<file path="config.mk">
export PLATFORM = sky130hd
export DESIGN_NAME = goertzel_tone_detect
export DESIGN_NICKNAME = d
export VERILOG_FILES = /design/src/rtl/goertzel_pkg.sv /design/src/rtl/block_averager.sv /design/src/rtl/goertzel_tone_detect.sv
export SDC_FILE = /design/constraint.sdc
export NUM_CORES = 1
export LEC_CHECK = 0
export CORE_ASPECT_RATIO = 0.6
export CORE_UTILIZATION = 55
export DETAILED_ROUTE_END_ITERATION = 10
export PLACE_DENSITY_LB_ADDON = 0.15
export SYNTH_ARGS = -nofsm -noshare
export SYNTH_HDL_FRONTEND = slang
export SYNTH_SLANG_ARGS = --single-unit
</file>
<file path="constraint.sdc">
create_clock -name sys_clk -period 5.3 [get_ports sys_clk]
set_input_delay 0.795 -clock sys_clk [delete_from_list [all_inputs] [get_ports sys_clk]]
set_output_delay 0.795 -clock sys_clk [all_outputs]
set_load 0.02 [all_outputs]
</file>
<file path="src/rtl/goertzel_pkg.sv">
// Shared definitions for the Goertzel post-processing chain and the debug display.
package goertzel_pkg;

   localparam int unsigned MAG_W_DEFAULT      = 16;
   localparam int unsigned AVG_LOG2_DEFAULT   = 2;
   localparam int unsigned HOLD_COUNT_DEFAULT = 3;

   // Detection thresholds, also read by the top-level LED bar display.
   localparam logic [15:0] ON_THRESH_DEFAULT  = 16'h0800;
   localparam logic [15:0] OFF_THRESH_DEFAULT = 16'h0400;

   typedef enum logic [1:0] {
      IDLE      = 2'd0,
      ARMING    = 2'd1,
      ACTIVE    = 2'd2,
      RELEASING = 2'd3
   } det_state_t;

endpackage

</file>
<file path="src/rtl/block_averager.sv">
// Sums 2**AVG_LOG2 consecutive magnitudes and emits their floor average with a one-cycle pulse.
module block_averager
   import goertzel_pkg::*;
#(
   parameter int unsigned MAG_W    = MAG_W_DEFAULT,
   parameter int unsigned AVG_LOG2 = AVG_LOG2_DEFAULT
) (
   input  logic             sys_clk,
   input  logic             rst,
   input  logic             mag_valid,
   input  logic [MAG_W-1:0] mag,
   output logic [MAG_W-1:0] avg_mag,
   output logic             avg_valid
);

   // Wide enough to hold N full-scale samples, so the sum never wraps.
   localparam int unsigned ACC_W = MAG_W + AVG_LOG2;
   // One spare bit so the counter is never zero-width when AVG_LOG2 = 0.
   localparam int unsigned CNT_W = AVG_LOG2 + 1;
   localparam logic [CNT_W-1:0] LAST_CNT = CNT_W'((1 << AVG_LOG2) - 1);

   logic [ACC_W-1:0] acc_q, acc_d;
   logic [CNT_W-1:0] cnt_q, cnt_d;
   logic [MAG_W-1:0] avg_q, avg_d;
   logic             avg_valid_d;
   logic             avg_valid_q;
   logic [ACC_W-1:0] sum;

   assign sum = acc_q + ACC_W'(mag);

   // Accumulate; on the last sample of a frame publish the average and restart from zero.
   always_comb begin
      acc_d       = acc_q;
      cnt_d       = cnt_q;
      avg_d       = avg_q;
      avg_valid_d = 1'b0;
      if (mag_valid) begin
         if (cnt_q == LAST_CNT) begin
            avg_d       = sum[ACC_W-1:AVG_LOG2];
            avg_valid_d = 1'b1;
            acc_d       = '0;
            cnt_d       = '0;
         end else begin
            acc_d = sum;
            cnt_d = cnt_q + CNT_W'(1);
         end
      end
   end

   // State registers; reset discards any partial frame.
   always_ff @(posedge sys_clk) begin
      if (rst) begin
         acc_q       <= '0;
         cnt_q       <= '0;
         avg_q       <= '0;
         avg_valid_q <= 1'b0;
      end else begin
         acc_q       <= acc_d;
         cnt_q       <= cnt_d;
         avg_q       <= avg_d;
         avg_valid_q <= avg_valid_d;
      end
   end

   assign avg_mag   = avg_q;
   assign avg_valid = avg_valid_q;

endmodule

</file>
<file path="src/rtl/goertzel_tone_detect.sv">
// Frame-averaged, hysteretic tone detector with raw-magnitude peak-hold for the debug display.
module goertzel_tone_detect
   import goertzel_pkg::*;
#(
   parameter int unsigned          MAG_W      = MAG_W_DEFAULT,
   parameter int unsigned          AVG_LOG2   = AVG_LOG2_DEFAULT,
   parameter logic [MAG_W-1:0]     ON_THRESH  = MAG_W'(ON_THRESH_DEFAULT),
   parameter logic [MAG_W-1:0]     OFF_THRESH = MAG_W'(OFF_THRESH_DEFAULT),
   parameter int unsigned          HOLD_COUNT = HOLD_COUNT_DEFAULT
) (
   input  logic             sys_clk,
   input  logic             rst,
   input  logic             mag_valid,
   input  logic [MAG_W-1:0] mag,
   input  logic             peak_clear,
   output logic [MAG_W-1:0] avg_mag,
   output logic             avg_valid,
   output logic             tone_detect,
   output logic             detect_rise,
   output logic             detect_fall,
   output logic [MAG_W-1:0] peak_mag
);

   localparam int unsigned CNT_W = $clog2(HOLD_COUNT + 1);
   localparam logic [CNT_W-1:0] HOLD_CNT = CNT_W'(HOLD_COUNT);

   det_state_t       state_q, state_d;
   logic [CNT_W-1:0] cnt_q, cnt_d;
   logic             tone_q, tone_d;
   logic             rise_q, rise_d;
   logic             fall_q, fall_d;
   logic [MAG_W-1:0] peak_q, peak_d;
   logic [CNT_W-1:0] cnt_inc;

   block_averager #(
      .MAG_W    (MAG_W),
      .AVG_LOG2 (AVG_LOG2)
   ) u_block_averager (
      .sys_clk   (sys_clk),
      .rst       (rst),
      .mag_valid (mag_valid),
      .mag       (mag),
      .avg_mag   (avg_mag),
      .avg_valid (avg_valid)
   );

   assign cnt_inc = cnt_q + CNT_W'(1);

   // Hysteresis FSM: only advances on a fresh frame average.
   always_comb begin
      state_d = state_q;
      cnt_d   = cnt_q;
      rise_d  = 1'b0;
      fall_d  = 1'b0;
      if (avg_valid) begin
         unique case (state_q)
            IDLE: begin
               if (avg_mag >= ON_THRESH) begin
                  state_d = ARMING;
                  cnt_d   = CNT_W'(1);
               end
            end
            ARMING: begin
               if (avg_mag >= ON_THRESH) begin
                  if (cnt_inc == HOLD_CNT) begin
                     state_d = ACTIVE;
                     cnt_d   = '0;
                     rise_d  = 1'b1;
                  end else begin
                     cnt_d = cnt_inc;
                  end
               end else begin
                  state_d = IDLE;
                  cnt_d   = '0;
               end
            end
            ACTIVE: begin
               if (avg_mag < OFF_THRESH) begin
                  state_d = RELEASING;
                  cnt_d   = CNT_W'(1);
               end
            end
            RELEASING: begin
               if (avg_mag < OFF_THRESH) begin
                  if (cnt_inc == HOLD_CNT) begin
                     state_d = IDLE;
                     cnt_d   = '0;
                     fall_d  = 1'b1;
                  end else begin
                     cnt_d = cnt_inc;
                  end
               end else begin
                  state_d = ACTIVE;
                  cnt_d   = '0;
               end
            end
            default: begin
               state_d = IDLE;
               cnt_d   = '0;
            end
         endcase
      end
      tone_d = (state_d == ACTIVE) || (state_d == RELEASING);
   end

   // Peak-hold; a clear coinciding with a sample restarts the hold from that sample.
   always_comb begin
      peak_d = peak_q;
      if (peak_clear) begin
         peak_d = mag_valid ? mag : '0;
      end else if (mag_valid && (mag > peak_q)) begin
         peak_d = mag;
      end
   end

   // State and registered outputs.
   always_ff @(posedge sys_clk) begin
      if (rst) begin
         state_q <= IDLE;
         cnt_q   <= '0;
         tone_q  <= 1'b0;
         rise_q  <= 1'b0;
         fall_q  <= 1'b0;
         peak_q  <= '0;
      end else begin
         state_q <= state_d;
         cnt_q   <= cnt_d;
         tone_q  <= tone_d;
         rise_q  <= rise_d;
         fall_q  <= fall_d;
         peak_q  <= peak_d;
      end
   end

   assign tone_detect = tone_q;
   assign detect_rise = rise_q;
   assign detect_fall = fall_q;
   assign peak_mag    = peak_q;

endmodule
</file>
==> flow_metrics.env <==
export IMPL_avgSynthCellArea_um2=8.57
export IMPL_wirelength_um=8590
export IMPL_clock_latency_ns=0.34
export IMPL_diodes=0
export IMPL_num_nets_final=516
export IMPL_final_cells=551
export IMPL_port_buffers=55
export IMPL_cts_hold_buf=0
export IMPL_antenna_found_initial=0
export IMPL_final_layout_size_suffix_gt1_frac=0.0621
export IMPL_grt_use_total=0.276
export IMPL_synthArstFlopShare=0
export IMPL_dr_wl_met3_um=464
export IMPL_cpLargestDelayFamily="compound AO/OA/AOI/OAI gates"
export IMPL_cts_resized=0
export IMPL_design_area_um2=4330
export IMPL_required_ns=5.54
export IMPL_clockBufferDepth=2
export IMPL_r2r_start="peak_mag[11]$_SDFFE_PP0P_"
export IMPL_cts_sinks=61
export IMPL_critPathLaunch="mag[0]"
export IMPL_finalSetupViolCount=0
export IMPL_max_cap_violations=0
export IMPL_drc=0
export IMPL_worst_slew_pin_slew_ns=1.01
export IMPL_synth_top_cell_area_share=0.344
export IMPL_synth_top_flop_cell="dfxtp_1"
export IMPL_cp_max_fo=5
export IMPL_start_kind="input pin"
export IMPL_hold_class="reg2reg"
export IMPL_dr_first_iter_drc_count=157
export IMPL_syn_nets=468
export IMPL_top_layer_used="met4"
export IMPL_synth_warnings=0
export IMPL_synth_top_cell_by_area="dfxtp_1"
export IMPL_fin_crit_ns=3.18
export IMPL_place_congestion=0.831
export IMPL_die_h_um=64.2
export IMPL_skew_ns=0.00961
export IMPL_num_rows=22
export IMPL_power_uw=1280
export IMPL_fin_tns_setup_ns=0
export IMPL_max_stage_delay_ns=0.52
export IMPL_wl_met1_um=4390
export IMPL_wl_met2_um=3650
export IMPL_cp_num_buf_inv=2
export IMPL_detail_route_antenna_nets=0
export IMPL_fin_hold_ws_ns=0.459
export IMPL_clkTransAtPathRegs_ns=0.08
export IMPL_placed_cells=535
export IMPL_dieArea_um2=6790
export IMPL_criticalPathCategory="in2reg"
export IMPL_synth_cell_area_um2=3550
export IMPL_rrSetupSlack_ns=2.75
export IMPL_finalHoldViolCount=0
export IMPL_grt_pass1_vias=3076
export IMPL_hold_path_cell_count=2
export IMPL_relSlewSlack=0.322
export IMPL_synth_seq_cells=61
export IMPL_power_density_nw_per_um2=295
export IMPL_clock_fmax_ghz=0.314
export IMPL_r2r_end="peak_mag[3]$_SDFFE_PP0P_"
export IMPL_grt_max_degree=24
export IMPL_numCtsBuffers=9
export IMPL_final_period_utilization=0.600
export IMPL_path_cells="clkdlybuf4s50_1 -> ha_1 -> inv_1 -> fa_1 -> nand2b_1 -> a21oi_1 -> o21ai_0 -> o21ai_1 -> xor2_1 -> a22o_1"
export IMPL_place_area_um2=4130
export IMPL_wire_per_inst_um=15.6
export IMPL_yosysUniqueCellTypes=58
export IMPL_synth_most_common_cell="dfxtp_1"
export IMPL_nFillCells=527
export IMPL_core_area_um2=6170
export IMPL_crit_arrival_ns=3.42
export IMPL_vias_per_cell=5.81
export IMPL_crit_path_top_delay_cell="clkdlybuf4s50_1"
export IMPL_synth_edf_count=0
export IMPL_cts_root_buffer="clkbuf_8"
export IMPL_cp_depth=10
export IMPL_ff2ff_path_depth=7
export IMPL_cp_end_kind="flip-flop"
export IMPL_cts_max_level=3
export IMPL_grt_ovfl_total=0
export IMPL_first_pass_iters=5
export IMPL_synthToLayoutAreaGrowth_pct=22.0
export IMPL_rsz0062_at_grt="no"
export IMPL_synthTopCellsByArea="dfxtp_1, ha_1, a21oi_1"
export IMPL_synthCells=414
export IMPL_leakage_uw=0.00173
export IMPL_grt_pass1_wl_um=14900
export IMPL_cts_setup_buffers=0
export IMPL_hpwlAfterDp_um=6480
export IMPL_status="finished clean"
export IMPL_vias=3203
export IMPL_die_w_um=106
export IMPL_ios=56
export IMPL_drv_slew=0
export IMPL_min_delay_start="u_block_averager.avg_mag[7]$_SDFFE_PP0P_"
export IMPL_holdPathEnd="u_block_averager.avg_mag[7]$_SDFFE_PP0P_"
export IMPL_initial_core_util=0.576
export IMPL_peakVddDrop_mv=0.174
export IMPL_tritoncts="built"
export IMPL_synth_commonest_cells="dfxtp_1, a21oi_1, nor2_1"
export IMPL_yosysSeqAreaShare=0.344
[flip-flops by register name, summed over array words and instances, names as in the netlist]
name                        count
cnt_q                           2
detect_fall                     1
detect_rise                     1
peak_mag                       16
state_q                         2
tone_detect                     1
u_block_averager.acc_q         18
u_block_averager.avg_mag       16
u_block_averager.avg_valid      1
u_block_averager.cnt_q          3
[power breakdown]
part | total (uW) | internal [uW] | switching [uW]
sequential | 509 | 488 | 21.4
clock | 414 | 218 | 196
combinational | 354 | 150 | 205
total | 1280 | 856 | 422
[logic make-up (layout without fill, tap and decap cells)]
logic type	Yosys count	after routing	synth area share
simple gates	125	125	0.172
compound gates	120	120	0.232
flops	61	61	0.344
buf+inv	44	97	0.0493
fa+ha+maj	34	34	0.122
mux	18	18	0.0511
xor+xnor	12	12	0.0296
[tightest hold or removal path, cell delays in order (launching register included)]
cell and delay, ns:
dfxtp_1 0.31, nand2_1 0.05, a21oi_1 0.05
[worst max-delay path by stage]
stage | end
global placement | u_block_averager.acc_q[14]$_SDFFE_PP0P_
floorplan | u_block_averager.avg_mag[10]$_SDFFE_PP0P_
CTS | u_block_averager.acc_q[14]$_SDFFE_PP0P_
detailed placement | u_block_averager.acc_q[14]$_SDFFE_PP0P_
finish | u_block_averager.acc_q[14]$_SDFFE_PP0P_
global route | u_block_averager.acc_q[16]$_SDFFE_PP0P_
[cell usage in the layout (no fill, tap or decap), types with 2 or more instances in the layout]
cell type / netlist / routed
a31oi_1: 4 / 4
xnor2_1: 7 / 7
a211oi_1: 3 / 3
o21ai_0: 14 / 14
o21a_1: 6 / 6
nand2b_1: 3 / 3
xor2_1: 5 / 5
nor2b_1: 4 / 4
or2_2: 2 / 2
nor2_1: 38 / 38
clkdlybuf4s50_1: 0 / 55
o211ai_1: 7 / 7
o2111ai_1: 2 / 2
nand3b_1: 4 / 4
clkbuf_8: 0 / 9
nand3_1: 6 / 6
dfxtp_1: 61 / 61
or4_1: 3 / 3
a2111o_1: 2 / 2
a22o_1: 9 / 9
nand4_1: 9 / 9
a21oi_1: 40 / 40
and2_1: 2 / 2
a21oi_2: 2 / 2
nand4b_1: 2 / 2
a22oi_1: 8 / 8
a21o_1: 5 / 5
and3_1: 3 / 3
inv_1: 24 / 24
a21boi_0: 2 / 2
nor3_1: 6 / 6
mux2i_1: 17 / 17
nor4_1: 2 / 2
ha_1: 33 / 33
clkinvlp_4: 0 / 3
o22ai_1: 2 / 2
nand2_1: 36 / 36
or3_1: 2 / 2
[per-stage QoR]
stage | utilization | worst slack [ns]
final | 0.702 | 2.12
after detailed placement | 0.670 | 1.77
after floorplan | - | 2.70
after global routing | 0.702 | 1.94
after global placement | 0.670 | 1.80
after CTS | 0.702 | 2.13
[area by class of cell]
class / instances / area (um^2) / share of cell area
Inverter: 25 / 93.8 / 0.0217
Clock buffer: 9 / 124 / 0.0286
Tap cell: 84 / 105 / 0.0243
Clock inverter: 7 / 75.1 / 0.0173
Sequential cell: 61 / 1220 / 0.282
Timing Repair Buffer: 56 / 558 / 0.129
Multi-Input combinational cell: 309 / 2150 / 0.497
[metal layers]
metal  track usage  vias to the layer above
li1              -                     1605
met1         0.385                     1497
met2         0.422                       90
met3        0.0663                       11
met4        0.0851                        0
met5             0                        -
Power figures use the tool's default switching activity.
